File: config.mk
export PLATFORM = sky130hd
export DESIGN_NAME = mem_access_unit_flat
export DESIGN_NICKNAME = d
export VERILOG_FILES = /design/src/rtl/mem_access_unit_pkg.sv /design/src/rtl/mem_access_unit_if.sv /design/src/rtl/mem_access_unit_load_ext.sv /design/src/rtl/mem_access_unit.sv /design/src/flat_wrapper.sv
export SDC_FILE = /design/constraint.sdc
export NUM_CORES = 1
export LEC_CHECK = 0
export ABC_AREA = 0
export CORE_MARGIN = 1
export CORE_UTILIZATION = 48
export DETAILED_ROUTE_END_ITERATION = 16
export PLACE_DENSITY_LB_ADDON = 0.3
export SLEW_MARGIN = 20
export SYNTH_ARGS = -nofsm -noshare
export SYNTH_HDL_FRONTEND = slang
export SYNTH_HIERARCHICAL = 1
export SYNTH_SLANG_ARGS = --single-unit
export TNS_END_PERCENT = 10
File: constraint.sdc
create_clock -name clk -period 4.5 [get_ports clk]
set_input_delay 0.675 -clock clk [delete_from_list [all_inputs] [get_ports clk]]
set_output_delay 0.675 -clock clk [all_outputs]
set_load 0.02 [all_outputs]
File: src/rtl/mem_access_unit_pkg.sv
// ---------------------------------------------------------------------------
// mem_pkg : shared MemOp codes, FSM encoding and byte-enable constants
// Revision : 1.0
// ---------------------------------------------------------------------------
`default_nettype none

package mem_pkg;

  typedef enum logic [2:0] {
    OP_LW  = 3'b000,
    OP_LH  = 3'b001,
    OP_LHU = 3'b010,
    OP_LB  = 3'b011,
    OP_LBU = 3'b100,
    OP_SW  = 3'b101,
    OP_SH  = 3'b110,
    OP_SB  = 3'b111
  } mem_op_e;

  typedef enum logic [1:0] {
    ST_IDLE = 2'd0,
    ST_REQ  = 2'd1,
    ST_WAIT = 2'd2,
    ST_RESP = 2'd3
  } state_e;

  localparam logic [3:0] BE_WORD    = 4'b1111;
  localparam logic [3:0] BE_HALF_LO = 4'b0011;
  localparam logic [3:0] BE_HALF_HI = 4'b1100;
  localparam logic [3:0] BE_BYTE0   = 4'b0001;
  localparam logic [3:0] BE_NONE    = 4'b0000;

  function automatic logic is_store(mem_op_e op);
    return (op == OP_SW) || (op == OP_SH) || (op == OP_SB);
  endfunction

  function automatic logic is_misaligned(mem_op_e op, logic [1:0] lo);
    case (op)
      OP_LW, OP_SW:         return lo != 2'b00;
      OP_LH, OP_LHU, OP_SH: return lo[0];
      default:              return 1'b0;
    endcase
  endfunction

endpackage

`default_nettype wire

File: src/rtl/mem_access_unit_if.sv
// ---------------------------------------------------------------------------
// mem_access_unit_if : word-wide memory bus between access unit and memory
// Revision : 1.0
// ---------------------------------------------------------------------------
`default_nettype none

interface mem_access_unit_if #(
  parameter int ADDR_W = 32
);
  logic              bus_req;
  logic              bus_we;
  logic [ADDR_W-1:0] bus_addr;
  logic [3:0]        bus_be;
  logic [31:0]       bus_wdata;
  logic              bus_gnt;
  logic              bus_rvalid;
  logic [31:0]       bus_rdata;

  modport master (
    output bus_req, bus_we, bus_addr, bus_be, bus_wdata,
    input  bus_gnt, bus_rvalid, bus_rdata
  );

  modport slave (
    input  bus_req, bus_we, bus_addr, bus_be, bus_wdata,
    output bus_gnt, bus_rvalid, bus_rdata
  );
endinterface

`default_nettype wire

File: src/rtl/mem_access_unit_load_ext.sv
// ---------------------------------------------------------------------------
// load_ext : selects byte/halfword lane of a bus word and sign/zero extends
// Revision : 1.0
// ---------------------------------------------------------------------------
`default_nettype none

module load_ext
  import mem_pkg::*;
(
  input  logic [31:0] word,
  input  mem_op_e     mem_op,
  input  logic [1:0]  lane,
  output logic [31:0] result
);

  logic [7:0]  byte_sel;
  logic [15:0] half_sel;

  always_comb begin
    byte_sel = word[{lane, 3'b000} +: 8];
    half_sel = lane[1] ? word[31:16] : word[15:0];
    result   = '0;
    case (mem_op)
      OP_LW:   result = word;
      OP_LH:   result = {{16{half_sel[15]}}, half_sel};
      OP_LHU:  result = {16'h0000, half_sel};
      OP_LB:   result = {{24{byte_sel[7]}}, byte_sel};
      OP_LBU:  result = {24'h000000, byte_sel};
      default: result = '0;
    endcase
  end

endmodule

`default_nettype wire

File: src/rtl/mem_access_unit.sv
// ---------------------------------------------------------------------------
// mem_access_unit : MEM-stage load/store unit driving a req/gnt/rvalid bus
// Optional alignment trap enabled by defining MEM_ALIGN_CHECK_EN
// Revision : 1.0
// ---------------------------------------------------------------------------
`default_nettype none

module mem_access_unit
  import mem_pkg::*;
#(
  parameter int ADDR_W = 32
) (
  input  logic              clk,
  input  logic              reset,
  input  logic              req_valid,
  output logic              req_ready,
  input  logic [2:0]        MemOp,
  input  logic [ADDR_W-1:0] addr,
  input  logic [31:0]       wdata,
  output logic              rsp_valid,
  output logic [31:0]       rdata,
  output logic              busy,
  output logic              exc,
  mem_access_unit_if.master bus
);

  state_e            state_q, state_d;
  mem_op_e           op_q, op_d;
  logic [ADDR_W-1:0] addr_q, addr_d;
  logic [31:0]       wdata_q, wdata_d;
  logic [31:0]       rdata_q, rdata_d;
  logic              exc_q, exc_d;

  logic              misalign;
  logic              in_req;
  logic [31:0]       load_word;
  logic [3:0]        be_calc;
  logic [31:0]       wdata_calc;

`ifdef MEM_ALIGN_CHECK_EN
  assign misalign = is_misaligned(mem_op_e'(MemOp), addr[1:0]);
`else
  assign misalign = 1'b0;
`endif

  load_ext u_load_ext (
    .word   (bus.bus_rdata),
    .mem_op (op_q),
    .lane   (addr_q[1:0]),
    .result (load_word)
  );

  always_ff @(posedge clk) begin
    if (reset) begin
      state_q <= ST_IDLE;
      op_q    <= OP_LW;
      addr_q  <= '0;
      wdata_q <= '0;
      rdata_q <= '0;
      exc_q   <= 1'b0;
    end else begin
      state_q <= state_d;
      op_q    <= op_d;
      addr_q  <= addr_d;
      wdata_q <= wdata_d;
      rdata_q <= rdata_d;
      exc_q   <= exc_d;
    end
  end

  // Misaligned accesses bypass the bus entirely and report straight from IDLE.
  always_comb begin
    state_d = state_q;
    op_d    = op_q;
    addr_d  = addr_q;
    wdata_d = wdata_q;
    rdata_d = rdata_q;
    exc_d   = exc_q;
    case (state_q)
      ST_IDLE: begin
        if (req_valid) begin
          op_d    = mem_op_e'(MemOp);
          addr_d  = addr;
          wdata_d = wdata;
          exc_d   = misalign;
          state_d = misalign ? ST_RESP : ST_REQ;
        end
      end
      ST_REQ: begin
        if (bus.bus_gnt) begin
          state_d = is_store(op_q) ? ST_RESP : ST_WAIT;
        end
      end
      ST_WAIT: begin
        if (bus.bus_rvalid) begin
          rdata_d = load_word;
          state_d = ST_RESP;
        end
      end
      ST_RESP: state_d = ST_IDLE;
      default: state_d = ST_IDLE;
    endcase
  end

  always_comb begin
    be_calc    = BE_NONE;
    wdata_calc = '0;
    case (op_q)
      OP_SW: begin
        be_calc    = BE_WORD;
        wdata_calc = wdata_q;
      end
      OP_SH: begin
        be_calc    = addr_q[1] ? BE_HALF_HI : BE_HALF_LO;
        wdata_calc = {2{wdata_q[15:0]}};
      end
      OP_SB: begin
        be_calc    = BE_BYTE0 << addr_q[1:0];
        wdata_calc = {4{wdata_q[7:0]}};
      end
      default: be_calc = BE_WORD;
    endcase
  end

  // Bus outputs are zero outside REQ so they idle at their reset values.
  assign in_req        = (state_q == ST_REQ);
  assign bus.bus_req   = in_req;
  assign bus.bus_we    = in_req & is_store(op_q);
  assign bus.bus_addr  = in_req ? {addr_q[ADDR_W-1:2], 2'b00} : '0;
  assign bus.bus_be    = in_req ? be_calc : BE_NONE;
  assign bus.bus_wdata = in_req ? wdata_calc : '0;

  assign req_ready = (state_q == ST_IDLE);
  assign busy      = (state_q != ST_IDLE);
  assign rsp_valid = (state_q == ST_RESP);
  assign exc       = rsp_valid & exc_q;
  assign rdata     = (rsp_valid && (is_store(op_q) || exc_q)) ? '0 : rdata_q;

endmodule

`default_nettype wire

File: src/flat_wrapper.sv
// flat-port wrapper written by rule: the top's interface ports become plain ports
module mem_access_unit_flat import mem_pkg::*;
#(
  parameter int ADDR_W = 32
)
  (clk, reset, req_valid, req_ready, MemOp, addr, wdata, rsp_valid, rdata, busy, exc, bus_bus_req, bus_bus_we, bus_bus_addr, bus_bus_be, bus_bus_wdata, bus_bus_gnt, bus_bus_rvalid, bus_bus_rdata);
  mem_access_unit_if #(.ADDR_W(ADDR_W)) bus_i ();
  input  logic clk;
  input  logic reset;
  input  logic req_valid;
  output logic req_ready;
  input  logic [2:0] MemOp;
  input  logic [ADDR_W-1:0] addr;
  input  logic [31:0] wdata;
  output logic rsp_valid;
  output logic [31:0] rdata;
  output logic busy;
  output logic exc;
  output wire logic [$bits(bus_i.bus_req)-1:0] bus_bus_req;
  output wire logic [$bits(bus_i.bus_we)-1:0] bus_bus_we;
  output wire logic [$bits(bus_i.bus_addr)-1:0] bus_bus_addr;
  output wire logic [$bits(bus_i.bus_be)-1:0] bus_bus_be;
  output wire logic [$bits(bus_i.bus_wdata)-1:0] bus_bus_wdata;
  input wire logic [$bits(bus_i.bus_gnt)-1:0] bus_bus_gnt;
  input wire logic [$bits(bus_i.bus_rvalid)-1:0] bus_bus_rvalid;
  input wire logic [$bits(bus_i.bus_rdata)-1:0] bus_bus_rdata;
  assign bus_bus_req = bus_i.bus_req;
  assign bus_bus_we = bus_i.bus_we;
  assign bus_bus_addr = bus_i.bus_addr;
  assign bus_bus_be = bus_i.bus_be;
  assign bus_bus_wdata = bus_i.bus_wdata;
  assign bus_i.bus_gnt = bus_bus_gnt;
  assign bus_i.bus_rvalid = bus_bus_rvalid;
  assign bus_i.bus_rdata = bus_bus_rdata;
  mem_access_unit #(.ADDR_W(ADDR_W)) u_core (.clk(clk), .reset(reset), .req_valid(req_valid), .req_ready(req_ready), .MemOp(MemOp), .addr(addr), .wdata(wdata), .rsp_valid(rsp_valid), .rdata(rdata), .busy(busy), .exc(exc), .bus(bus_i));
endmodule
== After elaboration in Yosys (flattened, before gate mapping) ==
Cells that the tools add are included.

* Output and inout port bits: 106
* Flip-flop bits (word level): 101
* Logic and storage cells: 44

* Mux-type cells: 14
* Equality and inequality tests: 13
* Reduce and logical (&&, ||, !) cells: 9
* Bitwise logic cells: 1
* Shifts and indexed selects: 2

{| class="wikitable"
|+ Operators by type and width
! operator !! count
|-
| 32-bit one-hot mux with 5 select lines || 1
|-
| 32-bit two-way mux || 3
|-
| 32-bit one-hot mux with 3 select lines || 1
|-
| 32-bit by 6-bit indexed part select with 8-bit output || 1
|-
| 16-bit two-way mux || 1
|-
| 3-bit equality test (second input constant) || 4
|-
| 4-bit two-way mux || 2
|-
| 2-bit one-hot mux with 4 select lines || 1
|-
| 4-bit one-hot mux with 2 select lines || 1
|-
| 3-bit by 2-bit equality test with 1-bit output (second input constant) || 2
|-
| 2-bit two-way mux || 3
|-
| 2-bit inequality test (second input constant) || 3
|-
| 2-bit equality test (second input constant) || 2
|-
| 2-bit AND reduction || 2
|-
| 1-bit by 2-bit left shift with 4-bit output (first input constant) || 1
|-
| 3-bit by 1-bit equality test with 1-bit output (second input constant) || 1
|-
| 3-bit zero test || 1
|-
| 3-bit AND reduction || 1
|-
| 2-bit by 1-bit equality test with 1-bit output (second input constant) || 1
|-
| 2-bit zero test || 1
|-
| 1-bit logical OR || 2
|-
| 2-bit nonzero test || 1
|-
| 1-bit AND || 1
|-
| 1-bit logical AND || 1
|-
| 1-bit two-way mux || 1
|}

== Logic depth before layout (Yosys ltp) ==
* Word-level depth: 6
* Depth in mapped cells: 8
* Gate-level depth less buffers: 6

== By module ==
Netlist, hierarchy kept.

{| class="wikitable"
|+ Modules (own cells, without submodules)
! module !! sequential area each (um2) !! area an instance (um2) !! times used !! cells an instance
|-
| mem_access_unit || 2021.9 || 4644.5 || 1 || 642
|-
| load_ext || 0.0 || 788.3 || 1 || 107
|}

== Worst setup path before layout ==
Ideal clock, no wire load.

* Path kind: register to output
* From: register u_core.state_q[1]
* To: output port bus_bus_wdata[0]
* Required time: 3.825 ns
* Stages on the path, launching flop included: 8
* Arrival: 1.702 ns
* Slack: 2.123 ns
* Cell sequence: dfxtp_1 inv_1 ha_1 nand2_2 or2_1 buf_6 clkinv_2 and2_1

* Longest elaborated chain between the ends: 2

{| class="wikitable"
|+ Ends and longest elaborated chain
! item !! RTL line !! text
|-
| start: declaration || mem_access_unit.sv:27 || <nowiki>state_e state_q, state_d;</nowiki>
|-
| start signal: assignment || mem_access_unit.sv:62 || <nowiki>state_q <= state_d;</nowiki>
|-
| 2-bit by 1-bit equality test with 1-bit output || mem_access_unit.sv:126 || <nowiki>assign in_req = (state_q == ST_REQ);</nowiki>
|-
| via bus_bus_req || flat_wrapper.sv:19 || <nowiki>output wire logic [$bits(bus_i.bus_req)-1:0] bus_bus_req;</nowiki>
|-
| 32-bit two-way mux || mem_access_unit.sv:131 || <nowiki>assign bus.bus_wdata = in_req ? wdata_calc : '0;</nowiki>
|-
| end: declaration || flat_wrapper.sv:23 || <nowiki>output wire logic [$bits(bus_i.bus_wdata)-1:0] bus_bus_wdata;</nowiki>
|}

The timed path passes the listed nets, and every way through them passes these cells.

== Worst setup path in the final report ==
* From: register u_core.state_q[1]
* To: output port bus_bus_wdata[2]

* Longest elaborated chain between the ends: 2

{| class="wikitable"
|+ Ends and longest elaborated chain
! item !! RTL line
|-
| 2-bit by 1-bit equality test with 1-bit output || mem_access_unit.sv:126
|-
| 32-bit two-way mux || mem_access_unit.sv:131
|}

Every way passes these cells.

==> out/results.ini <==
[outcome]
status=completed

[min_path]
hold_path.class=flip-flop to flip-flop
min-delay-start=u_core/addr_q[6]
min_to=u_core/addr_q[6]
holdPathStages=2

[finish]
ff_latch_area_mm2=0.00202
multiInputGateArea_mm2=0.00311
n_antenna_cell=0
final_layout_size_suffix_gt1_share_pct=4.59
areaGrowthSynthToFinish_pct=41.8
n_fill_cell=925
nets=1021

[worst_setup_path]
critPathCaptureType=output pin
reg2reg_to=u_core/rdata_q[8]
cp.required_ns=3.83
worstPathArrival_ns=2.96
path_cells=inv_1 -> ha_1 -> buf_4 -> nand2_2 -> or2_1 -> clkinv_2 -> and2_1 -> clkdlybuf4s50_1
cpMaxStageDelayCell=clkdlybuf4s50_1
critPathLaunchType=flip-flop
reg2reg_from=u_core/op_q[1]
path_class=flip-flop to output pin
r2r_setup_slack_ns=2.15
path_max_fanout=37
max_stage_delay_ns=0.55
reg2reg_depth=6

[sta]
fin_crit_sh_pct=80.7
totalNegativeSetupSlack_ns=0
tightest_slew_ns=1.09
drv_slew=0
timing.final.crit_period_ns=3.63
rsz0062_at_grt=no
max-slew-margin-rel_pct=27.0
fmax_mhz=275
fin_skew_ns=0.00817
layout_setup_ws_ns=0.868
setup_viol=0
hold_viol=0

[pwr]
p_comb_share_pct=41.4
swShare_pct=38.2
p_leak_uw=0.00285
power.share.clock_pct=23.1
power.density_mw_per_mm2=427
pwr-share-seq_pct=35.6
intPower_uw=2030
vdd_drop_max_v=0.000312
p_switching_uw=1260

[floorplan]
rows=38
die_area_mm2=0.0117
die_w_um=108
die_h_um=108
initial_core_util_pct=49.7
num_io_pins=210
core_mm2=0.0109

[clock_network]
clock_latency_ns=0.35
cts_setup_buffers=0
cts_tree=done
post_cts_resized=0
ctsHoldBuffers=0
cts_sinks=101
clkTransAtPathRegs_ns=0.07
cts-root-buf=clkbuf_16
cts_buffer_depth=2
cts_buffers=9
htree_num_levels=3

[global_routing]
grt_antenna_before_repair=0
grt_max_degree=102
grt_pass1_wl_um=25300
overflow=0
grt_usage_pct=27.7
grt_pass1_vias=5323

[placement]
port_buffers=206
globalplace.congestion=0.963
place_ws_ns=1.25
dp_hpwl_um=11600

[drt]
viasPerCell=5.37
dr.pass1.iters=5
routedWlPerCell_um=15.4
vias=5662
post-route-drc-count=0
routed_wl_um=16300
drtIter0Drc=308
antenna_left=0

[synth]
ys_seq_area_share_pct=37.2
syn_area_per_cell_um2=7.25
ys_seq_elements=101
synth_warnings=6
syn_inst=749
ys_types=41
syn_area_mm2=0.00543

[flow_run]
maxCapViolCount=0

## per-stage QoR
step	hold WS, ns	instance area [µm²]	utilization [%]	std cells	power (µW)
5_1_grt	0.468	7710	70.5	1055	3490
4_1_cts	0.451	7700	70.4	1055	3310
3_3_place_gp	0.437	7420	67.8	1041	2500
2_1_floorplan	0.432	5440	-	751	2070
3_5_place_dp	0.442	7420	67.9	1041	2540
6_report	0.452	7710	70.5	1055	3290
## logic make-up (layout without fill, tap and decap cells)
| kind of cell | count (synthesis) | count (layout) | synth area share, % |
|---|---|---|---|
| xor gates and xnor gates | 1 | 1 | 0.161 |
| buffers and inverters | 66 | 230 | 5.78 |
| and+or+nand+nor | 363 | 363 | 31.3 |
| adders and majority gates | 5 | 5 | 1.15 |
| AOI/OAI and AO/OA | 185 | 185 | 19.0 |
| other | 1 | 3 | 0.0690 |
| DFF | 101 | 101 | 37.2 |
| muxes | 27 | 27 | 5.30 |
## state kept, by name, indices dropped and copies added (netlist names)
name / cells
u_core/state_q: 2
u_core/wdata_q: 32
u_core/rdata_q: 32
u_core/op_q: 3
u_core/addr_q: 32
## synth_stat cells, drive strengths merged
cell / instances / area (µm²)
a211oi: 1 / 20.0
o41a: 1 / 11.3
and3b: 1 / 8.76
o31ai: 1 / 7.51
nand2: 238 / 898
o21ai: 44 / 261
nor4b: 1 / 15.0
clkinv: 1 / 5.00
nor2b: 13 / 88.8
mux4: 1 / 22.5
a311oi: 1 / 15.0
dfxtp: 101 / 2020
or2: 1 / 6.26
mux2i: 25 / 250
nor3b: 2 / 15.0
xor2: 1 / 8.76
o211ai: 1 / 7.51
nor3: 2 / 21.3
o221ai: 7 / 61.3
nand2b: 1 / 6.26
ha: 5 / 62.6
and2: 80 / 500
buf: 28 / 168
inv: 5 / 18.8
a21oi: 128 / 641
nor2: 11 / 41.3
mux2: 1 / 15.0
conb: 1 / 3.75
and2b: 12 / 90.1
clkbuf: 32 / 123
o21a: 1 / 7.51
or4b: 1 / 10.0
## per-layer routing
layer	global-route usage (%)	vias to the layer above	wire, µm	part of all wire, %
met4	12.0	0	451	2.8
li1	-	2770	-	-
met5	0	-	0	0
met2	46.2	256	7750	48
met1	32.2	2603	6490	40
met3	9.46	33	1570	9.7
## power groups by stage
| stage | Combinational [µW] | Clock [µW] | Sequential, µW |
|---|---|---|---|
| after floorplan | 947 | 0 | 1130 |
| after global placement | 1320 | 0 | 1170 |
| after detailed placement | 1360 | 0 | 1190 |
| after CTS | 1360 | 779 | 1170 |
| after global routing | 1490 | 811 | 1190 |
| final | 1360 | 759 | 1170 |
## cell usage in the layout, fill, tap and decap left out, types with 2 or more instances in the layout
cell type        synthesis  layout
conb_1                   1       3
and2b_1                 12      12
inv_1                    5       5
clkdlybuf4s50_1          0     205
o21ai_1                  5       5
clkbuf_16                0       9
nand2_2                  2       2
nand2_1                236     235
o221ai_1                 7       7
nor3b_1                  2       2
a21oi_1                128     128
buf_4                    6       5
nor2b_1                 12      12
o21ai_0                 28      28
clkinv_2                 1       2
and2_1                  80      79
mux2i_1                 25      25
o21ai_2                 11      11
nor2_1                  11      11
dfxtp_1                101     100
ha_1                     5       5
## area by class of cell
| cell class | count | area share (%) |
|---|---|---|
| repair buffers | 210 | 27.1 |
| flip-flops and latches | 101 | 26.3 |
| clock inverters | 4 | 0.666 |
| multi-input cells | 584 | 40.4 |
| inverters | 6 | 0.308 |
| clock buffers | 10 | 2.97 |
| well taps | 140 | 2.27 |
## critical path, delay by kind of cell, from the launching register on
kind / cells / cell delay, ns
adder cells (fa/ha/maj): 1 / 0.19
AND/OR/NAND/NOR: 3 / 0.91
flip-flops: 1 / 0.41
buffers and inverters: 4 / 1.08
## worst max path at each step
stage / from / end / slack [ns] / cells after the start
2_1_floorplan: u_core/state_q[1] / bus_bus_wdata[0] / 2.12 / 7
3_3_place_gp: u_core/state_q[1] / bus_bus_wdata[1] / 1.42 / 8
3_5_place_dp: u_core/state_q[1] / bus_bus_wdata[2] / 1.25 / 8
4_1_cts: u_core/state_q[1] / bus_bus_wdata[2] / 0.86 / 8
5_1_grt: u_core/state_q[1] / bus_bus_wdata[2] / 0.69 / 8
6_report: u_core/state_q[1] / bus_bus_wdata[2] / 0.87 / 8
Note: power is estimated with default switching activity, not from simulation.
==> edit: new RTL, config.mk and constraints unchanged <==
Add a define of `MEM_ALIGN_CHECK_EN`.
--- a/src/rtl/mem_access_unit.sv
+++ b/src/rtl/mem_access_unit.sv
@@ -4,6 +4,8 @@
 // Revision : 1.0
 // ---------------------------------------------------------------------------
 `default_nettype none
+
+`define MEM_ALIGN_CHECK_EN
 
 module mem_access_unit
   import mem_pkg::*;
Check against the original RTL: not equivalent (Yosys sat finds a counterexample within 4 cycles, from zero or initial values and one cycle with reset high).
==> edit against the unedited design <==
- final area increased by 0.86%
- global-route usage decreased by 0.99 points
- wire length decreased by 2.6%
- non-clock buffer count increased by 3
- sequential share of layout area about the same
- final cell count increased by 1.1%
- area after synthesis increased by 0.14%
- worst setup slack improved by 160 ps
- largest power group unchanged
- via count decreased by 0.72%
- sequential power about the same
- maximum frequency increased by 4.7%
- sequential cell count increased by 1
- highest routed layer unchanged
- power decreased by 0.81%
==> edit: results (changes against the unedited design) <==
- TritonRoute pass-1 iters: 4 (was 5)
- Unique cell type count in the Yosys netlist: 42 (was 41)
- Worst r2r src: u_core/op_q[0]$_SDFFE_PP0P_ (was u_core/op_q[1]$_SDFFE_PP0P_)
- Wire length of the first global-routing pass: 24700 um (was 25300 um)
- Minimum clock period: 3470 ps (was 3630 ps)
- Placement-stage cell area: 7470 sq um (was 7420 sq um)
- Mux contribution to synthesized area: 5.29% (was 5.30%)
- CTS Sinks: 102 (was 101)
- Maximum vdd drop: 415 uV (was 312 uV)
- Nets: 1030 (was 1021)
- Vias per inst: 5.27 (was 5.37)
- Crit Path Max Fanout: 23 (was 37)
- Post-Synth XOR/XNOR Area: 0.161% (about the same)
- CP max-delay cell: dfxtp_1 (was clkdlybuf4s50_1)
- Power per Cell Area: 420 nW/um^2 (was 427 nW/um^2)
- Hold EP: u_core/addr_q[30]$_SDFFE_PP0P_ (was u_core/addr_q[6]$_SDFFE_PP0P_)
- CP arrival: 2800 ps (was 2960 ps)
- DR iter-0 viols: 292 (was 308)
- Global Route Usage Sum: 26.7% (was 27.7%)
- Met3 WL post-DR: 1350 um (was 1570 um)
- Final WL: 15800 um (was 16300 um)
- Top post-synthesis cells by count: nand2_1 (236), a21oi_1 (129), dfxtp_1 (102) (was nand2_1 (236), a21oi_1 (128), dfxtp_1 (101))
- Status: finished clean (unchanged)
- Critical Path Source: u_core/op_q[1]$_SDFFE_PP0P_ (was u_core/state_q[1]$_SDFFE_PP0P_)
- Sequential area share after synthesis: 37.5% (was 37.2%)
- DR WL met2: 7330 um (was 7750 um)
- DP Wirelength: 11200 um (was 11600 um)
- RePlAce Congestion: 0.923 (was 0.963)
- Hold path startpoint: u_core/addr_q[30]$_SDFFE_PP0P_ (was u_core/addr_q[6]$_SDFFE_PP0P_)
- Cells after synthesis: 755 (was 749)
- Vias in the first global route: 5054 (was 5323)
- LEAKAGE: 2.86 nW (was 2.85 nW)
- PortBufs: 207 (was 206)
- Worst R2R End: u_core/rdata_q[24]$_SDFFE_PP0P_ (was u_core/rdata_q[8]$_SDFFE_PP0P_)
- Fill cells: 892 (was 925)
- # diodes: 0 (unchanged)
- Synth Area in Adders: 0.920% (was 1.15%)
- Worst setup endpoint: bus_bus_wdata[10] (was bus_bus_wdata[2])
- Worst r2r path cells: 4 (was 6)
- Largest net degree at the start of global routing: 104 (was 102)
- Final Non-Filler Cells: 1067 (was 1055)
- Share of post-route cells with drive strength above 1: 4.75% (was 4.59%)
- Slew Limit Headroom: 28.9% (was 27.0%)
==> edit: worst reg2reg max path, delay by kind of cell (launching register included) <==
| family | cells | cell delay (ps) |
|---|---|---|
| AOI/OAI and AO/OA | 2 | 520 |
| DFF | 1 | 920 |
| and+or+nand+nor | 2 | 760 |
==> edit: routing by layer <==
metal / vias to the layer above / GRT usage, %
li1: 2811 / -
met1: 2552 / 34.1
met2: 237 / 43.4
met3: 21 / 7.17
met4: 0 / 9.17
met5: - / 0
==> edit: power breakdown <==
| part | switching, mW | leakage (nW) | internal (mW) |
|---|---|---|---|
| clock | 0.333 | 0.143 | 0.450 |
| combinational | 0.768 | 1.89 | 0.539 |
| sequential | 0.117 | 0.833 | 1.06 |
==> edit: area by class of cell <==
class	count	area share [%]
multi-input cells	588	40.0
flip-flops and latches	102	26.3
repair buffers	213	27.2
clock inverters	4	0.708
inverters	8	0.386
clock buffers	12	3.17
well taps	140	2.25
